### config.mk
export PLATFORM = sky130hd
export DESIGN_NAME = per2axi_res_buffer
export DESIGN_NICKNAME = d
export VERILOG_FILES = /design/src/rtl/per2axi_res_buffer.sv
export SDC_FILE = /design/constraint.sdc
export NUM_CORES = 1
export LEC_CHECK = 0
export ABC_CLOCK_PERIOD_IN_PS = 3100
export BUFFER_PORTS_ARGS = -buffer_cell sky130_fd_sc_hd__buf_2
export CORE_UTILIZATION = 52
export DETAILED_ROUTE_END_ITERATION = 10
export GPL_ROUTABILITY_DRIVEN = 1
export GPL_TIMING_DRIVEN = 0
export PLACE_DENSITY = 0.86
export SLEW_MARGIN = 10
export SYNTH_ARGS = -nofsm -noshare
export SYNTH_HDL_FRONTEND = slang
export SYNTH_SLANG_ARGS = --single-unit
### constraint.sdc
create_clock -name clk_i -period 3.1 [get_ports clk_i]
set_input_delay 0.31 -clock clk_i [delete_from_list [all_inputs] [get_ports clk_i]]
set_output_delay 0.31 -clock clk_i [all_outputs]
set_load 0.03 [all_outputs]
### src/rtl/per2axi_res_buffer.sv
// ----------------------------------------------------------------------------
// per2axi_res_buffer
//
// Response path from an AXI4 master back to the peripheral interconnect.
// Each tracked read ID keeps a small FIFO of 32-bit lane offsets. The offset
// is captured from the request address so the matching R beat can be narrowed
// to the addressed lane. R and B share one registered output stage. Access to
// it is arbitrated round-robin, and the stage honours peripheral back-pressure.
//
// Ports
//   clk_i, rst_ni            clock, asynchronous active-low reset
//   per_slave_r_*            registered peripheral response (valid/ready,
//                            opc = resp[1], one-hot id, 32-bit rdata)
//   axi_master_r_*           AXI R channel (data lane selected by offset FIFO)
//   axi_master_b_*           AXI B channel (rdata forced to zero)
//   trans_req_i/we_i/id_i/add_i  upstream request, used to record read lanes
//   trans_ready_o            request can be tracked (offset FIFO not full)
// ----------------------------------------------------------------------------
module per2axi_res_buffer #(
    parameter int PER_ID_WIDTH   = 5,
    parameter int AXI_ADDR_WIDTH = 32,
    parameter int AXI_DATA_WIDTH = 64,
    parameter int AXI_USER_WIDTH = 6,
    parameter int AXI_ID_WIDTH   = 3,
    parameter int OFFSET_DEPTH   = 2
) (
    input  logic                      clk_i,
    input  logic                      rst_ni,

    output logic                      per_slave_r_valid_o,
    input  logic                      per_slave_r_ready_i,
    output logic                      per_slave_r_opc_o,
    output logic [PER_ID_WIDTH-1:0]   per_slave_r_id_o,
    output logic [31:0]               per_slave_r_rdata_o,

    input  logic                      axi_master_r_valid_i,
    input  logic [AXI_DATA_WIDTH-1:0] axi_master_r_data_i,
    input  logic [1:0]                axi_master_r_resp_i,
    input  logic                      axi_master_r_last_i,
    input  logic [AXI_ID_WIDTH-1:0]   axi_master_r_id_i,
    input  logic [AXI_USER_WIDTH-1:0] axi_master_r_user_i,
    output logic                      axi_master_r_ready_o,

    input  logic                      axi_master_b_valid_i,
    input  logic [1:0]                axi_master_b_resp_i,
    input  logic [AXI_ID_WIDTH-1:0]   axi_master_b_id_i,
    input  logic [AXI_USER_WIDTH-1:0] axi_master_b_user_i,
    output logic                      axi_master_b_ready_o,

    input  logic                      trans_req_i,
    input  logic                      trans_we_i,
    input  logic [AXI_ID_WIDTH-1:0]   trans_id_i,
    input  logic [AXI_ADDR_WIDTH-1:0] trans_add_i,
    output logic                      trans_ready_o
);

    localparam int NLANE  = AXI_DATA_WIDTH / 32;
    localparam int LANE_W = $clog2(NLANE);
    localparam int PTR_W  = (OFFSET_DEPTH > 1) ? $clog2(OFFSET_DEPTH) : 1;
    localparam int CNT_W  = $clog2(OFFSET_DEPTH) + 1;

    // Offset FIFO state, one FIFO per tracked ID
    logic [LANE_W-1:0] mem_q    [PER_ID_WIDTH][OFFSET_DEPTH];
    logic [PTR_W-1:0]  rd_ptr_q [PER_ID_WIDTH];
    logic [PTR_W-1:0]  wr_ptr_q [PER_ID_WIDTH];
    logic [CNT_W-1:0]  cnt_q    [PER_ID_WIDTH];

    logic [PER_ID_WIDTH-1:0] full, empty, push, pop;
    logic [PER_ID_WIDTH-1:0] r_onehot, b_onehot;
    logic                    t_in_range, r_in_range, b_in_range;
    logic                    t_full, r_empty;
    logic [LANE_W-1:0]       head_lane;
    logic [31:0]             rdata_sel;
    logic                    r_req, b_req, grant_r, grant_b, r_fire, b_fire, out_free;

    // Output stage and arbitration pointer (0 = R preferred, 1 = B preferred)
    logic                    valid_q, valid_d;
    logic                    opc_q, opc_d;
    logic [PER_ID_WIDTH-1:0] id_q, id_d;
    logic [31:0]             rdata_q, rdata_d;
    logic                    arb_ptr_q, arb_ptr_d;

    function automatic logic [PTR_W-1:0] ptr_inc(input logic [PTR_W-1:0] p);
        return (p == PTR_W'(OFFSET_DEPTH - 1)) ? '0 : p + PTR_W'(1);
    endfunction

    assign t_in_range = 32'(trans_id_i) < PER_ID_WIDTH;
    assign r_in_range = 32'(axi_master_r_id_i) < PER_ID_WIDTH;
    assign b_in_range = 32'(axi_master_b_id_i) < PER_ID_WIDTH;

    // Per-ID status plus selection by request / R / B ID
    always_comb begin
        // NOTE: every variable gets a default before any conditional write, so no latch is inferred.
        full      = '0;
        empty     = '0;
        r_onehot  = '0;
        b_onehot  = '0;
        t_full    = 1'b0;
        r_empty   = 1'b1;
        head_lane = '0;
        for (int k = 0; k < PER_ID_WIDTH; k++) begin
            full[k]     = (cnt_q[k] == CNT_W'(OFFSET_DEPTH));
            empty[k]    = (cnt_q[k] == '0);
            r_onehot[k] = (32'(axi_master_r_id_i) == k);
            b_onehot[k] = (32'(axi_master_b_id_i) == k);
            if (32'(trans_id_i) == k) t_full = full[k];
            if (r_onehot[k]) begin
                r_empty = empty[k];
                // An R beat on an empty FIFO is a protocol error: fall back to lane 0.
                if (!empty[k]) head_lane = mem_q[k][rd_ptr_q[k]];
            end
        end
    end

    always_comb begin
        rdata_sel = '0;
        for (int l = 0; l < NLANE; l++) begin
            if (32'(head_lane) == l) rdata_sel = axi_master_r_data_i[32*l +: 32];
        end
    end

    // Round-robin arbitration between in-range R and B
    assign out_free = ~valid_q | per_slave_r_ready_i;
    assign r_req    = axi_master_r_valid_i & r_in_range;
    assign b_req    = axi_master_b_valid_i & b_in_range;
    assign grant_r  = r_req & (~b_req | ~arb_ptr_q);
    assign grant_b  = b_req & (~r_req |  arb_ptr_q);
    assign r_fire   = grant_r & out_free;
    assign b_fire   = grant_b & out_free;

    // Out-of-range beats are always accepted and dropped
    assign axi_master_r_ready_o = ~r_in_range | (out_free & (~r_req | grant_r));
    assign axi_master_b_ready_o = ~b_in_range | (out_free & (~b_req | grant_b));

    // Full is sampled before any same-cycle pop, so a full FIFO refuses the push
    assign trans_ready_o = trans_we_i | ~t_in_range | ~t_full;

    always_comb begin
        push = '0;
        pop  = '0;
        for (int k = 0; k < PER_ID_WIDTH; k++) begin
            push[k] = trans_req_i & ~trans_we_i & t_in_range & ~t_full & (32'(trans_id_i) == k);
            pop[k]  = r_fire & axi_master_r_last_i & ~r_empty & r_onehot[k];
        end
    end

    always_ff @(posedge clk_i or negedge rst_ni) begin
        if (!rst_ni) begin
            for (int k = 0; k < PER_ID_WIDTH; k++) begin
                rd_ptr_q[k] <= '0;
                wr_ptr_q[k] <= '0;
                cnt_q[k]    <= '0;
            end
        end else begin
            for (int k = 0; k < PER_ID_WIDTH; k++) begin
                // NOTE: sequential state uses non-blocking assignments so every flop samples pre-edge values.
                if (push[k]) wr_ptr_q[k] <= ptr_inc(wr_ptr_q[k]);
                if (pop[k])  rd_ptr_q[k] <= ptr_inc(rd_ptr_q[k]);
                if (push[k] && !pop[k])      cnt_q[k] <= cnt_q[k] + CNT_W'(1);
                else if (pop[k] && !push[k]) cnt_q[k] <= cnt_q[k] - CNT_W'(1);
            end
        end
    end

    // NOTE: lane storage is not reset; the count gates every read, so stale entries are never observed.
    always_ff @(posedge clk_i) begin
        for (int k = 0; k < PER_ID_WIDTH; k++) begin
            if (push[k]) mem_q[k][wr_ptr_q[k]] <= trans_add_i[LANE_W+1:2];
        end
    end

    // Output register: load on grant, drop valid on acceptance, otherwise hold
    always_comb begin
        valid_d   = valid_q;
        opc_d     = opc_q;
        id_d      = id_q;
        rdata_d   = rdata_q;
        arb_ptr_d = arb_ptr_q;
        if (r_fire) begin
            valid_d   = 1'b1;
            opc_d     = axi_master_r_resp_i[1];
            id_d      = r_onehot;
            rdata_d   = rdata_sel;
            arb_ptr_d = 1'b1;
        end else if (b_fire) begin
            valid_d   = 1'b1;
            opc_d     = axi_master_b_resp_i[1];
            id_d      = b_onehot;
            rdata_d   = '0;
            arb_ptr_d = 1'b0;
        end else if (per_slave_r_ready_i) begin
            valid_d   = 1'b0;
        end
    end

    always_ff @(posedge clk_i or negedge rst_ni) begin
        if (!rst_ni) begin
            valid_q   <= 1'b0;
            opc_q     <= 1'b0;
            id_q      <= '0;
            rdata_q   <= '0;
            arb_ptr_q <= 1'b0;
        end else begin
            valid_q   <= valid_d;
            opc_q     <= opc_d;
            id_q      <= id_d;
            rdata_q   <= rdata_d;
            arb_ptr_q <= arb_ptr_d;
        end
    end

    assign per_slave_r_valid_o = valid_q;
    assign per_slave_r_opc_o   = opc_q;
    assign per_slave_r_id_o    = id_q;
    assign per_slave_r_rdata_o = rdata_q;

    // Inputs carried by the protocol but not needed here
    logic unused_bits;
    assign unused_bits = ^{axi_master_r_user_i, axi_master_b_user_i, axi_master_r_resp_i[0],
                           axi_master_b_resp_i[0], trans_add_i};

endmodule

==> flow_results.org <==
** Status
- Status :: complete, no violations

** Timing
- The count of pins over their slew limit came to 0.
- The final critical path takes up 74.92% of the cycle.
- The number of hold violations in the final report is 0.
- Setup repair after global routing left no endpoint under its margin.
- Max Freq :: 0.4306 GHz
- Setup violations remaining at the end of the flow were counted as 0.
- In this run the tightest slew margin relative to its limit is 47.66%.
- At the pin with the least slew margin, the transition time is 0.7851 ns.
- Counting I/O delays and the setup requirement, the final critical path takes 2.322 ns.
- Setup TNS Final :: 0 ns
- On the final layout, the worst clock skew is 0.007954 ns.

** Power
- Power Dens Cells :: 685.6 mW/mm^2
- Power consumption :: 3353 uW
- Summed over all cells, the static leakage comes to 0.002329 uW.
- The worst-case IR drop observed on VDD is 457.7 uV.

** Routing
- The first detailed-routing pass took 5 iterations.
- The detail route stage leaves a number of antenna-violating nets equal to 0.
- Wire length after detailed routing :: 10,680 microns
- After detailed routing, the number of vias per cell comes to 6.118.
- Drt wl/cell :: 17.47 microns
- After the first detailed-routing iteration, the DRC count stood at 270.
- Drt drc :: 0
- Vias after detailed routing :: 3,738

** Yosys
- After synthesis, the share of flip-flops with an asynchronous set or reset is 85.71%.
- Post-synth top area cell :: dfrtp_1
- Post-Synthesis Cells :: 373
- Ranked by total cell area, the synthesized netlist is headed by dfrtp_1 (39%), nand3_1 (8.5%), edfxtp_1 (7.7%).
- Averaged over all synthesized cells, the footprint is 10.45 sq um.
- Number of flops mapped to enable cells by yosys :: 10
- Counting distinct cell types in the post-synthesis netlist gives 50.
- For this run, the register share of the synthesized area comes to 46.23%.
- Synthesis-stage register bit count :: 70
- Synth top area share :: 38.52%
- In this run the cell area of the synthesized design comes to 0.003897 sq mm.
- For this run, the number of Yosys warnings is 0.
- Net count of the mapped netlist :: 507
- Yosys instantiated no cell more often than nand3_1.
- Leading register cell type out of synthesis :: dfrtp_1
- Most frequent cells after synthesis :: nand3_1 (66), dfrtp_1 (60), nand4_1 (37), a32oi_1 (32), buf_2 (17)

** Floorplanning
- Overall die area :: 0.007846 sq mm
- For this configuration, the core starts out at a cell density of 53.73%.
- Chip height :: 88.58 microns
- In this run the horizontal extent of the chip is 88.58 microns.
- I/O Pins :: 171
- Number of rows in the core area :: 31
- CORE AREA :: 0.007253 sq mm

** Final layout
- The area growth from synthesis to layout is 25.49%.
- Across the whole layout, storage elements account for 0.001802 sq mm.
- Fraction of final layout cells sized beyond drive strength 1 :: 34.96%
- Multi-input gate area :: 0.001879 sq mm
- Fill cell instance count of the final layout :: 553
- 0 antenna diodes ended up in the layout.
- Post-route cell area :: 0.004891 sq mm
- The final layout contains 641 nets.

** Clock tree
- Number of buffers on the longest clock path :: 2
- The number of hold buffers added after CTS was 0.
- TritonCTS clock tree :: yes
- The number of setup buffers added after CTS is 0.
- Clock transition at the registers of the reported paths :: 0.07 ns
- The clock tree synthesis step divided the H-tree into 3 levels.
- Number of clock buffers inserted by TritonCTS :: 9
- CTS Root Buffer Type :: clkbuf_8
- Clk_lat worst skew :: 0.34 ns
- Resized cells post-CTS :: 0
- Clk sinks :: 70

** Setup path
- Grouping stages by cell kind, the critical path spends the most delay in simple AND/OR/NAND/NOR gates.
- The worst setup path is launched from a register.
- Worst flop-to-flop path endpoint :: cnt_q[5]$_DFFE_PN0P_
- Crit. End Element :: register
- Critical path's slowest cell :: o21ai_0
- Maximum fanout encountered on the critical timing path :: 5
- Data arrives at the worst endpoint at 2.55 ns.
- The cell that appears most often on the critical path is xor2_1.
- Counting both buffers and inverters, the worst setup path holds a total of 0.
- Slowest cell delay on critical path :: 0.56 ns
- Across all register-to-register paths, the minimum setup slack is 0.78 ns.
- At the worst endpoint, the required time is 3.32 ns.
- The signal on the critical path passes through o21ai_0, nand4b_1, nand4_1, ha_1, xor2_1, nor2_1, xor2_1.
- In this run the critical register-to-register path is launched from cnt_q[4]$_DFFE_PN0P_.
- Setup Crit Path Kind :: register to register
- The worst register-to-register path has a depth of 7.

** Place
- Port buffering added 123 buffers.
- Detailed placer's ending HPWL :: 7633 microns
- Summing all placed instances gives a cell area of 0.004639 sq mm.
- RePlAce Congestion :: 0.8240

** GRT
- Number of antenna violations at the first check in global routing :: 0
- The first global-routing pass estimated 16,870 microns of wire.
- Overall overflow remaining after global route :: 0
- Pin count of the biggest net entering global routing :: 61
- Combined global-route utilization of all metal layers :: 28.31%
- Number of global-route vias before repair :: 3,485

** Flow run
- Across the run, the number of max-cap violations was 0.

** Min path
- Min-Delay Path Class :: input pin to async pin
-- flip-flops by register name (all words and copies together), names as in the netlist --
| name | flops |
|---|---|
| wr_ptr_q | 5 |
| mem_q | 10 |
| cnt_q | 10 |
| per_slave_r_valid_o | 1 |
| per_slave_r_rdata_o | 32 |
| arb_ptr_q | 1 |
| per_slave_r_opc_o | 1 |
| rd_ptr_q | 5 |
| per_slave_r_id_o | 5 |
-- cell type report --
class,count,share of cell area [%]
Buffer,32,4.119
Clock buffer,12,3.633
Clock inverter,4,1.509
Inverter,4,0.3070
Multi-Input combinational cell,267,38.42
Sequential cell,70,36.84
Tap cell,99,2.533
Timing Repair Buffer,123,12.64
-- report_power, final --
group,switching [uW],leakage (uW),internal [uW],total (uW)
Sequential,196,0.000859,1170,1360
Combinational,687,0.00134,403,1090
Clock,350,0.000127,551,902
-- kinds of logic (layout without fill, tap and decap cells) --
group                      Yosys count  count (layout)  share of synthesized area [%]
and+or+nand+nor                    173             173                          26.52
DFF                                 70              70                          46.23
AOI/OAI and AO/OA                   55              55                          12.17
buffers and inverters               36             175                          5.554
xor gates and xnor gates            25              25                          5.618
muxes                                9               9                          2.311
adders and majority gates            5               5                          1.605
-- layer usage --
metal / share of wire [%] / up-vias / GRT usage (%)
met5: 0 / - / 0
met4: 1.8 / 0 / 13.34
met3: 8.4 / 23 / 5.784
met2: 50 / 201 / 47.62
met1: 40 / 1811 / 35.06
li1: - / 1703 / -
-- worst max-delay path by stage --
stage / startpoint / cells after the start / endpoint / slack [ns]
global route: cnt_q[4]$_DFFE_PN0P_ / 7 / cnt_q[5]$_DFFE_PN0P_ / 0.62
finish: cnt_q[4]$_DFFE_PN0P_ / 7 / cnt_q[5]$_DFFE_PN0P_ / 0.78
floorplan: trans_id_i[1] / 10 / cnt_q[7]$_DFFE_PN0P_ / 0.98
global placement: axi_master_r_id_i[2] / 9 / cnt_q[7]$_DFFE_PN0P_ / 0.78
detailed placement: axi_master_b_id_i[2] / 10 / cnt_q[7]$_DFFE_PN0P_ / 0.73
CTS: cnt_q[4]$_DFFE_PN0P_ / 7 / cnt_q[5]$_DFFE_PN0P_ / 0.77
-- placed cells by master (no fill, tap or decap), drive strengths merged, types with 8 or more instances in the layout --
master  instances
a32oi          32
buf           148
clkbuf         19
dfrtp          60
edfxtp         10
mux2i           9
nand2          13
nand3          66
nand4          37
nor2           13
nor3            8
o21ai          10
xnor2          12
xor2           13
-- stage by stage --
stage	instances	setup WS [ns]	hold slack (ns)	util [%]
global placement	595	0.7783	0.4491	63.93
CTS	611	0.7717	0.06132	67.43
global route	611	0.6170	0.1066	67.43
floorplan	373	0.9766	0.01441	-
finish	611	0.7776	0.03407	67.43
detailed placement	595	0.7333	0.4397	63.96
Note: power is estimated with default switching activity, not from simulation.
